==> src/rtl/pif_regctl.sv <==
// pif_regctl: command decoder and 6-bit register bank behind the I2C slave
// byte interface. It decodes tagged host bytes (address / data), keeps a
// register pointer across transactions and serves read bytes back to the
// slave. Register 0 is a read-only ID and register 2 drives the LED mode.
module pif_regctl #(
  parameter int          NREGS   = 8,
  parameter logic [5:0]  ID_VAL  = 6'h2A,
  parameter logic [5:0]  LED_RST = 6'd0
) (
  input  logic                 CLK,
  input  logic                 GSRn,
  input  logic [7:0]           rx_data,
  input  logic                 rx_valid,
  input  logic                 rx_start,
  input  logic                 rx_stop,
  input  logic                 tx_req,
  output logic [7:0]           tx_data,
  output logic                 tx_valid,
  output logic [6*NREGS-1:0]   regs_flat,
  output logic [5:0]           led_mode,
  output logic                 wr_pulse,
  output logic [7:0]           err_cnt
);

  // Byte tags shared with the slave side (pifdefs.v values).
  localparam logic [1:0] A_ADDR = 2'b01;
  localparam logic [1:0] D_ADDR = 2'b10;

  localparam int         IDX_W     = (NREGS > 1) ? $clog2(NREGS) : 1;
  localparam logic [6:0] NREGS_LIM = 7'(NREGS);

  typedef enum logic {IDLE, ACTIVE} state_t;

  state_t      state, state_nxt;
  logic [5:0]  ptr, ptr_dec, ptr_nxt;
  logic        ptr_valid;
  logic [5:0]  regs [NREGS];

  logic [1:0]  tag;
  logic [5:0]  payload;
  logic        decode_en, is_a, is_d, is_bad;
  logic        ptr_in_range, wr_en, err_inc;
  logic [7:0]  rd_byte;

  // Saturating increment for the malformed-byte counter.
  function automatic logic [7:0] sat_inc(input logic [7:0] v);
    return (v == 8'hFF) ? v : v + 8'd1;
  endfunction

  assign tag     = rx_data[7:6];
  assign payload = rx_data[5:0];

  // Session FSM: bytes are only decoded between START and STOP.
  always_ff @(posedge CLK or negedge GSRn) begin
    if (!GSRn) state <= IDLE;
    else       state <= state_nxt;
  end

  // Next-state logic for the session FSM.
  always_comb begin
    state_nxt = state;
    case (state)
      IDLE:    if (rx_start) state_nxt = ACTIVE;
      ACTIVE:  if (rx_stop)  state_nxt = IDLE;
      default: state_nxt = IDLE;
    endcase
  end

  // Byte classification, write qualification and pointer update.
  // An address load wins over the read increment; a data byte advances
  // the pointer and a concurrent read advances it once more.
  always_comb begin
    decode_en    = (state == ACTIVE) && rx_valid;
    is_a         = (tag == A_ADDR);
    is_d         = (tag == D_ADDR);
    is_bad       = !is_a && !is_d;
    ptr_in_range = ({1'b0, ptr} < NREGS_LIM);
    wr_en        = decode_en && is_d && ptr_valid && ptr_in_range && (ptr != 6'd0);
    err_inc      = decode_en && (is_bad || (is_d && !ptr_valid));
    rd_byte      = ptr_in_range ? {D_ADDR, regs[ptr[IDX_W-1:0]]} : 8'hFF;

    ptr_dec = ptr;
    if (decode_en && is_a)      ptr_dec = payload;
    else if (decode_en && is_d) ptr_dec = ptr + 6'd1;

    ptr_nxt = ptr_dec;
    if (tx_req && !(decode_en && is_a)) ptr_nxt = ptr_dec + 6'd1;
  end

  // Pointer, pointer-valid flag and error counter.
  always_ff @(posedge CLK or negedge GSRn) begin
    if (!GSRn) begin
      ptr       <= 6'd0;
      ptr_valid <= 1'b0;
      err_cnt   <= 8'h00;
    end else begin
      ptr <= ptr_nxt;
      if (decode_en && is_a) ptr_valid <= 1'b1;
      if (err_inc)           err_cnt   <= sat_inc(err_cnt);
    end
  end

  // Register bank; reg0 is only ever loaded with the ID at reset.
  always_ff @(posedge CLK or negedge GSRn) begin
    if (!GSRn) begin
      for (int i = 0; i < NREGS; i++) regs[i] <= 6'd0;
      regs[0] <= ID_VAL;
      regs[2] <= LED_RST;
      wr_pulse <= 1'b0;
    end else begin
      wr_pulse <= wr_en;
      if (wr_en) regs[ptr[IDX_W-1:0]] <= payload;
    end
  end

  // Read path: the byte is captured with the pre-cycle pointer and held.
  always_ff @(posedge CLK or negedge GSRn) begin
    if (!GSRn) begin
      tx_data  <= 8'h00;
      tx_valid <= 1'b0;
    end else begin
      tx_valid <= tx_req;
      if (tx_req) tx_data <= rd_byte;
    end
  end

  // Flattened register view and LED mode tap.
  always_comb begin
    regs_flat = '0;
    for (int i = 0; i < NREGS; i++) regs_flat[6*i +: 6] = regs[i];
    led_mode = regs[2];
  end

endmodule

==> config.mk <==
export PLATFORM = sky130hd
export DESIGN_NAME = pif_regctl
export DESIGN_NICKNAME = d
export VERILOG_FILES = /design/src/rtl/pif_regctl.sv
export SDC_FILE = /design/constraint.sdc
export NUM_CORES = 1
export LEC_CHECK = 0
export BUFFER_PORTS_ARGS = -buffer_cell sky130_fd_sc_hd__buf_2
export CAP_MARGIN = 0
export CORE_MARGIN = 3
export CORE_UTILIZATION = 30
export DETAILED_ROUTE_END_ITERATION = 8
export PLACE_DENSITY_LB_ADDON = 0.2
export SYNTH_ARGS = -nofsm -noshare
export SYNTH_HDL_FRONTEND = slang
export SYNTH_SLANG_ARGS = --single-unit
==> constraint.sdc <==
create_clock -name CLK -period 2.4 [get_ports CLK]
set_clock_uncertainty 0.15 [all_clocks]
set_input_delay 0.12 -clock CLK [delete_from_list [all_inputs] [get_ports CLK]]
set_output_delay 0.12 -clock CLK [all_outputs]
set_load 0.01 [all_outputs]
# Word level (Yosys, flattened, before mapping)

Index checks and enable logic that the tools add are counted.

Equality and inequality tests: 3
Bitwise gates (word level): 3
Add/sub/neg operators: 3
Magnitude comparators: 3
Muxes and demuxes: 13
Reduce and logical (&&, ||, !) cells: 18

Operators with widths:

| kind                                                        | count |
|---|---|
| bitwise mux 48 bit                                          | 1 |
| two-way mux 6 bit                                           | 6 |
| binary-select mux 6 bit (select 3 bit)                      | 1 |
| demux 6 bit (select 3 bit)                                  | 1 |
| adder 6 x 1 -> 6 bit (second input constant)                | 2 |
| logical AND 1 bit                                           | 11 |
| adder 8 x 1 -> 8 bit (second input constant)                | 1 |
| == test 8 bit (second input constant)                       | 1 |
| two-way mux 7 bit                                           | 1 |
| less-than comparator 6 x 4 -> 1 bit (second input constant) | 1 |
| nonzero test 6 bit                                          | 1 |
| greater-or-equal comparator 4 bit (second input constant)   | 1 |
| logical NOT 1 bit                                           | 4 |
| less-than comparator 4 x 1 -> 1 bit (second input constant) | 1 |
| inverter 3 -> 4 bit                                         | 1 |
| == test 2 x 1 -> 1 bit (second input constant)              | 1 |
| == test 2 bit (second input constant)                       | 1 |
| two-way mux 1 bit                                           | 2 |
| inverter 1 bit                                              | 2 |
| case mux 1 bit (2 select lines)                             | 1 |
| AND reduction 2 bit                                         | 1 |
| logical OR 1 bit                                            | 1 |

Flip-flop bits (word level): 74
Word-level logic and storage cells: 58
Output and inout bits: 72
Bits of input ports: 14

# Longest topological paths before layout

Depth in word-level cells: 6
Mapped depth: 7
Mapped depth without buffers: 7

# Worst setup path after synthesis

No wires, ideal clock.

Path kind: flip-flop to flip-flop
Start: reg ptr[4]
End: reg regs, in the netlist regs_flat[0]
Setup time: 125 ps
Buffers on the path: 0
Clock period less this slack: 2390 ps
Data required time: 2125 ps
Data arrival time: 2115 ps
Cell stages (with the launch flop): 6
Setup slack: 10 ps
Path through: dfrtp_1 or3_4 or4b_4 nand2b_4 nor3_4 mux2_2

Word-level cells in the longest chain between the ends: 3
Elaborated cells between the ends (all ways): 4
Classes of those cells: order compare (1); reduce/logical (3)

Ends and longest elaborated chain:

| item                                | RTL line | text |
|---|---|---|
| start, declared                     | 35       | `logic [5:0] ptr, ptr_dec, ptr_nxt;` |
| start signal, assigned              | 97       | `ptr <= ptr_nxt;` |
| less-than comparator 6 x 4 -> 1 bit | 77       | `ptr_in_range = ({1'b0, ptr} < NREGS_LIM);` |
| logical AND 1 bit                   | 78       | `wr_en = decode_en && is_d && ptr_valid && ptr_in_range && (ptr != 6'd0);` |
| logical AND 1 bit *                 | 78       |  |
| end signal, assigned by index       | 112      | `if (wr_en) regs[ptr[IDX_W-1:0]] <= payload;` |
| end, declared                       | 37       | `logic [5:0] regs [NREGS];` |

Every way passes the cells marked *; elsewhere a longest branch is shown, timed or not.
A chain may end at the register's enable or synchronous reset.

# Worst setup path after layout

Start: reg ptr[3]
End: reg regs, in the netlist led_mode[0]

Same word-level chain as after synthesis.

==> results.cfg <==
[final_layout]
fill_cells = 1105
drive_gt1_frac = 0.487
seqCellArea_mm2 = 0.00186
fin_util = 0.415
syn2layout_area_growth_pct = 32.9
layout.nets = 435
design_area_mm2 = 0.00480
n_antenna_cell = 0
multi_input_area_mm2 = 0.00167

[synthesis]
syn_avg_cell_area_um2 = 12.0
yosysMostFrequentCell = dfrtp_1
syn_inst = 302
yosys-top-cells-count = dfrtp_1 (71), mux2_2 (55), nor2_1 (22), a21oi_1 (14), nand2_1 (14)
yosys.area.top_type = dfrtp_1
synth.net_count = 319
ys.flop_type = dfrtp_1
async_flop_share = 1.00
yosysUniqueCellTypes = 52
syn-cell-area_mm2 = 0.00361
yosysWarnings = 0
yosysSeqAreaShare = 0.514
synth_area_leaders = dfrtp_1 (49%), mux2_2 (17%), xnor2_1 (2.7%)
synth_edf_count = 0
yosysTopAreaCellShare = 0.492
ys_ff_latch = 74

[sta]
setup_ws_ns = -0.00343
period_needed_ns = 2.40
hold_viol_final = 0
whs_ns = 0.0183
setup_viol = 2
rsz0062_at_grt = yes
drv_slew = 0
period_share = 1.00
fmax_mhz = 416
max_slew_margin = 0.626
worst_pin_slew_ns = 0.561

[power]
intPower_mw = 3.10
switching_power_mw = 1.54
irDropWorstVdd_uv = 348
power_mw = 4.64
seqPwrFrac = 0.346
p_clk_frac = 0.332
p_leak_nw = 2.38
p_sw_frac = 0.331
power_frac_comb = 0.322
power_density_mw_per_mm2 = 966

[route]
wl_per_cell_um = 18.1
vias = 2815
wl_mm = 10.2
drc = 0
final_antenna_net_count = 0
first_iter_violations = 120
vias_per_cell = 4.97
detail_route.first_pass.iterations = 4

[floorplanning]
rows = 39
pin_count = 86
die_width_um = 116
die-area_mm2 = 0.0134
initial_utilization = 0.312
core_mm2 = 0.0116
dieHeight_um = 116

[placement]
gp_congestion = 0.800
place_hpwl_mm = 7.49
place_ws_ns = -0.0578
io_buffers = 85
placed_cell_area_mm2 = 0.00439

[clocking]
numCtsBuffers = 9
insertion_delay_ns = 0.33
root_buffer = clkbuf_16
path_clk_slew_ns = 0.06
clockBufferDepth = 2
htreeDepth = 3
cts_tree = done
cts.sinks = 74

[worst_setup_path]
end_kind = flop
critPathSlowestCell = or4b_4
worstSetupPathType = flop to flop
reg2regPathDepth = 6
cp-start-kind = flop
crit_fanout = 6
worstPathArrival_ns = 2.47
worstPathRequired_ns = 2.46
max_stage_delay_ns = 0.57
worstPathCellList = or3_4 > or4b_4 > nand2b_4 > nor3_4 > buf_6 > mux2_2

[hold_path]
hold_depth = 2
min_path_type = input pin to flop

[outcome]
violations = negative setup slack
status = complete, but fails checks

[global_route]
grt_pass1_vias = 2887
antenna_found_initial = 0
grt-ovfl-total = 0
grtUsageTotal = 0.161
grt_pass1_wl_mm = 16.3
grt_max_degree = 44

[run]
drv_cap = 0
metrics by stage:
step	cells	setup TNS, ns
2_1_floorplan	302	0
3_3_place_gp	546	-0.101
3_5_place_dp	546	-0.266
6_report	566	-0.00470
5_1_grt	566	-0.574
4_1_cts	566	0
cell usage in the layout, fill, tap and decap left out, types with 4 or more instances in the layout:
| cell | count |
|---|---|
| buf_4 | 32 |
| clkbuf_16 | 9 |
| nor3_1 | 6 |
| xnor2_1 | 11 |
| a22oi_1 | 5 |
| nor2b_1 | 5 |
| mux2_2 | 51 |
| inv_1 | 4 |
| and3_1 | 4 |
| nand2_1 | 14 |
| mux2i_1 | 8 |
| a221oi_1 | 4 |
| a21oi_1 | 14 |
| nand4_1 | 5 |
| mux2_4 | 4 |
| nor2_1 | 21 |
| o21ai_0 | 6 |
| buf_2 | 84 |
| dfrtp_1 | 71 |
registers in the layout, indices dropped and copies added, names as in the netlist, 6 cells and up:
name	cells
err_cnt	8
led_mode	6
tx_data	8
regs_flat	42
ptr	6
final timing paths:
path | slack (ns) | endpoint | startpoint
max reg2reg | -0.003 | led_mode[0] | ptr[3]
max in group asynchronous | 1.23 | regs_flat[1] | GSRn
min reg2reg | 0.32 | tx_data[7] | tx_data[7]
max | -0.003 | led_mode[0] | ptr[3]
min | 0.02 | tx_valid | tx_req
min in group asynchronous | 0.16 | regs_flat[35] | GSRn
layer usage:
metal	vias to the layer above	share of wire	global-route usage
met5	-	0	0
met4	0	0.014	0.0534
met3	13	0.039	0.0251
met2	64	0.49	0.263
met1	1408	0.46	0.221
li1	1330	-	-
timing repair:
action,in CTS,in global routing
gates resized for setup,2,7
hold buffers,3,0
setup endpoints to repair,13,37
setup buffers,1,0
hold endpoints to repair,40,0
pin swaps,3,2
worst max-delay path: cells and delay by family, from the launching register on:
| kind | cells | cell delay, ns |
|---|---|---|
| flops | 1 | 0.37 |
| simple gates | 4 | 1.28 |
| buf+inv | 1 | 0.15 |
| mux | 1 | 0.33 |
area by class of cell:
type                       instances  area share
clock buffer                      11      0.0485
timing repair buffer             123       0.155
tap                              143      0.0373
inverter                           4     0.00313
sequential                        74       0.387
clock inverter                     5      0.0214
multi-input combinational        206       0.348
power groups by stage:
stage	Combinational [mW]	Sequential, mW	Clock (mW)
after floorplan	0.785	1.67	0
after global placement	1.47	1.62	0
after detailed placement	1.48	1.62	0
after CTS	1.49	1.60	1.57
after global routing	1.65	1.63	1.63
final	1.49	1.60	1.54
cell families after synthesis:
group           count (synthesis)  share of synthesized area
compound gates                 48                     0.0912
flops                          74                      0.514
xor+xnor                       14                     0.0340
buf+inv                        22                     0.0302
fa+ha+maj                       3                     0.0104
mux                            63                      0.194
simple gates                   78                      0.127
No activity file was read; power rests on OpenSTA's default activity.
